<file path="src/rtl/memory_access_unit.sv">
// memory_access_unit
//   Memory stage of the pipeline. Consumes the EX/MEM register outputs, turns load/store
//   controls into a req/ack data-memory transaction (byte enables, lane-replicated store
//   data), formats returned load data and drives the MEM/WB register. Upstream is stalled
//   while a transaction is outstanding; a REQ-state timeout counter flags a hung bus.
//
// Parameters
//   BUS_TIMEOUT  REQ cycles without ack before a bus error (1..255)
//
// Configuration macro
//   MISALIGN_TRAP_EN  defined: misaligned H/W accesses issue no bus request and pulse
//                     misalign_o. Undefined: misalign_o tied 0 and low address bits are
//                     masked (H clears addr[0], W clears addr[1:0]).
//
// Ports
//   clk_i, reset_ni            clock (rising edge), asynchronous active-low reset
//   em_*_i                     EX/MEM register outputs (controls, address, store data)
//   dmem_req_o/we_o/addr_o/be_o/wdata_o   registered bus request, held until ack
//   dmem_ack_i, dmem_rdata_i   bus completion, read data valid in the ack cycle
//   mem_stall_o                combinational: upstream must hold em_* stable
//   bus_err_o                  one-cycle pulse on timeout
//   misalign_o                 one-cycle pulse on a trapped misaligned access
//   mw_*_o                     MEM/WB register outputs

module memory_access_unit #(
  parameter int unsigned BUS_TIMEOUT = 255
) (
  input  logic        clk_i,
  input  logic        reset_ni,
  input  logic        em_reg_write_i,
  input  logic        em_mem_read_i,
  input  logic        em_mem_write_i,
  input  logic [1:0]  em_dmem_to_reg_i,
  input  logic [2:0]  em_funct3_i,
  input  logic [4:0]  em_write_addr_reg_i,
  input  logic [31:0] em_alu_result_i,
  input  logic [31:0] em_read_data2_i,
  output logic        dmem_req_o,
  output logic        dmem_we_o,
  output logic [31:0] dmem_addr_o,
  output logic [3:0]  dmem_be_o,
  output logic [31:0] dmem_wdata_o,
  input  logic        dmem_ack_i,
  input  logic [31:0] dmem_rdata_i,
  output logic        mem_stall_o,
  output logic        bus_err_o,
  output logic        misalign_o,
  output logic        mw_reg_write_o,
  output logic [1:0]  mw_dmem_to_reg_o,
  output logic [4:0]  mw_write_addr_reg_o,
  output logic [31:0] mw_alu_result_o,
  output logic [31:0] mw_load_data_o
);

  typedef enum logic [0:0] {StIdle, StReq} state_e;

  // Counter value on the last permitted REQ cycle without ack.
  localparam logic [7:0] TmoLast = 8'(BUS_TIMEOUT - 1);

  state_e      state_q;
  logic [7:0]  tmo_cnt_q;
  logic        load_q;
  logic [2:0]  funct3_q;

  logic        access;
  logic        is_load;
  logic        size_b;
  logic        size_h;
  logic        size_w;
  logic        misalign_hit;
  logic [31:0] eff_addr;
  logic [3:0]  be_d;
  logic [31:0] wdata_d;
  logic        tmo_hit;
  logic [7:0]  lane_byte;
  logic [15:0] lane_half;
  logic [31:0] load_fmt;

  assign access  = em_mem_read_i | em_mem_write_i;
  // Read and write together is a store.
  assign is_load = em_mem_read_i & ~em_mem_write_i;

  // funct3[1:0]: 00 byte, 01 half, 1x word (reserved 3/6/7 fall into word).
  assign size_b = (em_funct3_i[1:0] == 2'b00);
  assign size_h = (em_funct3_i[1:0] == 2'b01);
  assign size_w = em_funct3_i[1];

`ifdef MISALIGN_TRAP_EN
  logic misalign_q;

  assign misalign_hit = (size_h & em_alu_result_i[0]) | (size_w & (|em_alu_result_i[1:0]));
  // Misaligned accesses never reach the bus, so no masking is needed.
  assign eff_addr     = em_alu_result_i;
  assign misalign_o   = misalign_q;
`else
  assign misalign_hit = 1'b0;
  assign misalign_o   = 1'b0;

  always_comb begin
    eff_addr = em_alu_result_i;
    if (size_w) begin
      eff_addr[1:0] = 2'b00;
    end else if (size_h) begin
      eff_addr[0] = 1'b0;
    end
  end
`endif

  always_comb begin
    be_d    = 4'b1111;
    wdata_d = em_read_data2_i;
    if (size_b) begin
      be_d    = 4'b0001 << eff_addr[1:0];
      wdata_d = {4{em_read_data2_i[7:0]}};
    end else if (size_h) begin
      be_d    = 4'b0011 << {eff_addr[1], 1'b0};
      wdata_d = {2{em_read_data2_i[15:0]}};
    end
  end

  // An ack in the same cycle takes precedence over the timeout.
  assign tmo_hit = (state_q == StReq) && !dmem_ack_i && (tmo_cnt_q == TmoLast);

  always_comb begin
    if (state_q == StIdle) begin
      mem_stall_o = access & ~misalign_hit;
    end else begin
      mem_stall_o = ~(dmem_ack_i | tmo_hit);
    end
  end

  // Load formatting uses the registered (already masked) lane address.
  always_comb begin
    lane_byte = dmem_rdata_i[7:0];
    case (dmem_addr_o[1:0])
      2'd0: lane_byte = dmem_rdata_i[7:0];
      2'd1: lane_byte = dmem_rdata_i[15:8];
      2'd2: lane_byte = dmem_rdata_i[23:16];
      2'd3: lane_byte = dmem_rdata_i[31:24];
      default: lane_byte = dmem_rdata_i[7:0];
    endcase
    lane_half = dmem_addr_o[1] ? dmem_rdata_i[31:16] : dmem_rdata_i[15:0];
    case (funct3_q)
      3'd0:    load_fmt = {{24{lane_byte[7]}}, lane_byte};
      3'd1:    load_fmt = {{16{lane_half[15]}}, lane_half};
      3'd4:    load_fmt = {24'h0, lane_byte};
      3'd5:    load_fmt = {16'h0, lane_half};
      default: load_fmt = dmem_rdata_i;
    endcase
  end

  always_ff @(posedge clk_i or negedge reset_ni) begin
    if (!reset_ni) begin
      state_q             <= StIdle;
      tmo_cnt_q           <= 8'd0;
      load_q              <= 1'b0;
      funct3_q            <= 3'd0;
      dmem_req_o          <= 1'b0;
      dmem_we_o           <= 1'b0;
      dmem_addr_o         <= 32'd0;
      dmem_be_o           <= 4'd0;
      dmem_wdata_o        <= 32'd0;
      bus_err_o           <= 1'b0;
`ifdef MISALIGN_TRAP_EN
      misalign_q          <= 1'b0;
`endif
      mw_reg_write_o      <= 1'b0;
      mw_dmem_to_reg_o    <= 2'd0;
      mw_write_addr_reg_o <= 5'd0;
      mw_alu_result_o     <= 32'd0;
      mw_load_data_o      <= 32'd0;
    end else begin
      bus_err_o <= 1'b0;
`ifdef MISALIGN_TRAP_EN
      misalign_q <= 1'b0;
`endif
      case (state_q)
        StIdle: begin
          tmo_cnt_q           <= 8'd0;
          mw_dmem_to_reg_o    <= em_dmem_to_reg_i;
          mw_write_addr_reg_o <= em_write_addr_reg_i;
          mw_alu_result_o     <= em_alu_result_i;
          mw_load_data_o      <= 32'd0;
          if (access && !misalign_hit) begin
            // Launch the transaction; MEM/WB sees a bubble until completion.
            state_q        <= StReq;
            dmem_req_o     <= 1'b1;
            dmem_we_o      <= em_mem_write_i;
            dmem_addr_o    <= eff_addr;
            dmem_be_o      <= be_d;
            dmem_wdata_o   <= wdata_d;
            load_q         <= is_load;
            funct3_q       <= em_funct3_i;
            mw_reg_write_o <= 1'b0;
          end else if (access) begin
`ifdef MISALIGN_TRAP_EN
            misalign_q     <= 1'b1;
`endif
            mw_reg_write_o <= 1'b0;
          end else begin
            mw_reg_write_o <= em_reg_write_i;
          end
        end
        StReq: begin
          if (dmem_ack_i) begin
            state_q             <= StIdle;
            tmo_cnt_q           <= 8'd0;
            dmem_req_o          <= 1'b0;
            mw_reg_write_o      <= em_reg_write_i;
            mw_dmem_to_reg_o    <= em_dmem_to_reg_i;
            mw_write_addr_reg_o <= em_write_addr_reg_i;
            mw_alu_result_o     <= em_alu_result_i;
            mw_load_data_o      <= load_q ? load_fmt : 32'd0;
          end else if (tmo_hit) begin
            state_q             <= StIdle;
            tmo_cnt_q           <= 8'd0;
            dmem_req_o          <= 1'b0;
            bus_err_o           <= 1'b1;
            mw_reg_write_o      <= 1'b0;
            mw_dmem_to_reg_o    <= em_dmem_to_reg_i;
            mw_write_addr_reg_o <= em_write_addr_reg_i;
            mw_alu_result_o     <= em_alu_result_i;
            mw_load_data_o      <= 32'd0;
          end else begin
            tmo_cnt_q      <= tmo_cnt_q + 8'd1;
            mw_reg_write_o <= 1'b0;
          end
        end
        default: state_q <= StIdle;
      endcase
    end
  end

endmodule

</file>
<file path="config.mk">
export PLATFORM = sky130hd
export DESIGN_NAME = memory_access_unit
export DESIGN_NICKNAME = d
export VERILOG_FILES = /design/src/rtl/memory_access_unit.sv
export SDC_FILE = /design/constraint.sdc
export NUM_CORES = 1
export LEC_CHECK = 0
export ABC_AREA = 1
export BUFFER_PORTS_ARGS = -buffer_cell sky130_fd_sc_hd__clkbuf_2
export CAP_MARGIN = 20
export CORE_UTILIZATION = 45
export CTS_BUF_LIST = sky130_fd_sc_hd__clkbuf_16
export DETAILED_ROUTE_END_ITERATION = 6
export GPL_TIMING_DRIVEN = 0
export PLACE_DENSITY = 0.75
export SYNTH_ARGS = -nofsm -noshare
export SYNTH_HDL_FRONTEND = slang
export SYNTH_SLANG_ARGS = --single-unit
</file>
<file path="constraint.sdc">
create_clock -name clk_i -period 1.4 [get_ports clk_i]
set_input_delay 0.07 -clock clk_i [delete_from_list [all_inputs] [get_ports clk_i]]
set_output_delay 0.07 -clock clk_i [all_outputs]
set_load 0.005 [all_outputs]
</file>
==> flow_summary.json <==
{
  "fin_skew_ns": 0.00907,
  "worst_ir_drop_vdd_mv": 0.961,
  "avgSynthCellArea_sq_um": 8.11,
  "drv_slew": 0,
  "grt_max_degree": 108,
  "cts_buffers": 17,
  "finalHoldViolCount": 0,
  "synth.area.top_cells": "dfrtp_1 56%, nand2_1 21%, nor2_1 4.2%",
  "dp.cells": 1299,
  "r2r_slack_ns": -0.41,
  "finalCriticalPeriod_ns": 1.83,
  "synth_seq_area_share": 0.561,
  "drt-initial-drc-count": 339,
  "fin_crit_sh": 1.31,
  "cp.arrival_ns": 1.76,
  "coreArea_sq_mm": 0.0151,
  "initial_core_util": 0.459,
  "fmax_mhz": 547,
  "cts_tree": "built",
  "status": "complete, but fails checks",
  "ys_ff_latch": 156,
  "fp.dieW_microns": 126,
  "grt_usage": 0.292,
  "stdcell_count": 1437,
  "cts.sinks": 156,
  "gp_congestion": 0.928,
  "setup_viol": 81,
  "grt_overflow": 0,
  "syn_nets": 971,
  "clockBufferDepth": 2,
  "htree_levels": 4,
  "fin_ws_ns": -0.428,
  "yosysUniqueCellTypes": 31,
  "yosysMostFrequentCell": "nand2_1",
  "fin_nets": 1349,
  "worst_pin_slew_ns": 0.556,
  "finalSetupTns_ns": -24.41,
  "fillers": 1189,
  "final-seq-area_sq_mm": 0.00390,
  "synth_common_cells": "392 x nand2_1, 156 x dfrtp_1, 78 x nor2_1, 42 x a21oi_1, 37 x nand3_1",
  "die_h_microns": 126,
  "drc": 0,
  "wl_per_cell_microns": 15.6,
  "start_kind": "register",
  "grt_pass1_wl_microns": 36000,
  "min_path_type": "in -> reg",
  "slew_headroom": 0.629,
  "num_vias": 7190,
  "crit_type": "reg -> out",
  "cap_violations": 0,
  "first_global_vias": 7171,
  "p_leak_uw": 0.00577,
  "ant_nets": 0,
  "synth_top_area_frac": 0.561,
  "postSynth.asyncResetShare": 1.00,
  "dp_slack_ns": -0.218,
  "fp.dieArea_sq_mm": 0.0160,
  "synth_top_area_cell": "dfrtp_1",
  "std_cell_rows": 45,
  "routed_wl_microns": 22500,
  "rsz0062_at_grt": "yes",
  "syn_to_final_growth_pct": 49.8,
  "multi_input_area_sq_mm": 0.00264,
  "ys.warnings.count": 0,
  "power_density_mw_per_mm2": 1590,
  "whs_ns": 0.0113,
  "io_buffers": 253,
  "via_per_inst": 5.00,
  "antenna_found_initial": 1,
  "synth_top_flop_cell": "dfrtp_1",
  "failed_checks": "negative setup slack",
  "io_pins": 257,
  "netlist_instances": 857,
  "crit_path_end_kind": "primary output",
  "drt_pass1_iterations": 4,
  "syn_area_sq_mm": 0.00695,
  "path_clk_slew_ns": 0.07,
  "drive_gt1_frac": 0.300,
  "required_ns": 1.33,
  "power.total_uw": 16600,
  "cp_max_fo": 2,
  "insertion_delay_ns": 0.43,
  "dp_hpwl_microns": 14600,
  "cts_root_buf": "clkbuf_16",
  "synth-edff-count": 0
}
==> placed cells by master (no fill, tap or decap), types with 4 or more instances in the layout <==
cell type and n:
dlygate4sd3_1 84, clkbuf_16 17, clkinvlp_4 4, buf_8 8, inv_1 32, a21oi_1 35
o21ai_0 35, inv_2 4, a31oi_1 10, bufbuf_16 7, clkbuf_1 8, buf_4 13
nand3_1 37, nand2_1 390, clkbuf_2 253, nor2_1 76, dfrtp_1 156, buf_2 12
inv_6 6, a21oi_2 8, buf_6 14
==> through the flow <==
step | utilization | area [sq um]
after floorplan | - | 6950
after detailed placement | 0.561 | 8490
final | 0.688 | 10400
after global placement | 0.558 | 8460
after global routing | 0.688 | 10400
after CTS | 0.683 | 10300
==> flip-flops by register name (all words and copies together) (netlist names), 2 cells and up <==
signal and cells:
dmem_addr_o 32, dmem_be_o 4, dmem_wdata_o 32, funct3_q 3, mw_alu_result_o 32, mw_dmem_to_reg_o 2
mw_load_data_o 32, mw_write_addr_reg_o 5, tmo_cnt_q 8
==> layer usage <==
metal	wire length, microns	global-route usage	part of all wire
met1	9220	0.351	0.41
met2	10900	0.489	0.48
met3	1440	0.0742	0.064
met4	927	0.149	0.041
met5	0	0	0
==> final cells by class <==
class | count | share of cell area
Clock inverter | 15 | 0.0133
Buffer | 46 | 0.0375
Antenna cell | 1 | 0.000240
Sequential cell | 156 | 0.375
Timing Repair Buffer | 359 | 0.241
Multi-Input combinational cell | 615 | 0.254
Clock buffer | 17 | 0.0408
Tap cell | 188 | 0.0226
Inverter | 40 | 0.0159
==> what timing repair did <==
item / CTS / global route
pin swaps: 2 / 3
setup endpoints to repair: 131 / 149
hold endpoints to repair: 161 / 0
hold buffers: 84 / 0
resized for setup: 33 / 20
gates cloned: 8 / 1
setup buffers: 12 / 6
==> power breakdown <==
part / internal [uW] / total, uW / switching, uW
Sequential: 5660 / 6380 / 714
Clock: 2470 / 4440 / 1970
Combinational: 2580 / 5750 / 3160
==> worst max-delay path: stages, from the launching register on <==
cell and delay, ns:
dfrtp_1 0.38, inv_1 0.06, ha_2 0.16, inv_2 0.04, nor2_2 0.09, nand4_1 0.13
nand2_2 0.11, buf_6 0.11, buf_8 0.09, nand2_4 0.04, buf_6 0.11
==> worst paths after layout <==
path                                    start                  to  depth (start not counted)
setup / recovery                 tmo_cnt_q[0]         mem_stall_o                         10
hold / removal               dmem_rdata_i[20]  mw_load_data_o[20]                          5
setup reg to reg                 tmo_cnt_q[0]  mw_alu_result_o[6]                         12
hold reg to reg            mw_load_data_o[13]  mw_load_data_o[13]                          2
max in group asynchronous            reset_ni        tmo_cnt_q[7]                          3
min in group asynchronous            reset_ni  mw_load_data_o[16]                          2
==> cells by family (layout without fill, tap and decap cells) <==
group	after synthesis	in the layout	share of synthesized area
flops	156	156	0.561
xor+xnor	3	3	0.00378
simple gates	516	516	0.292
compound gates	93	93	0.0709
buf+inv	86	477	0.0678
fa+ha+maj	2	2	0.00360
other cells	1	2	0.000539
Note: power is estimated with default switching activity, not from simulation.
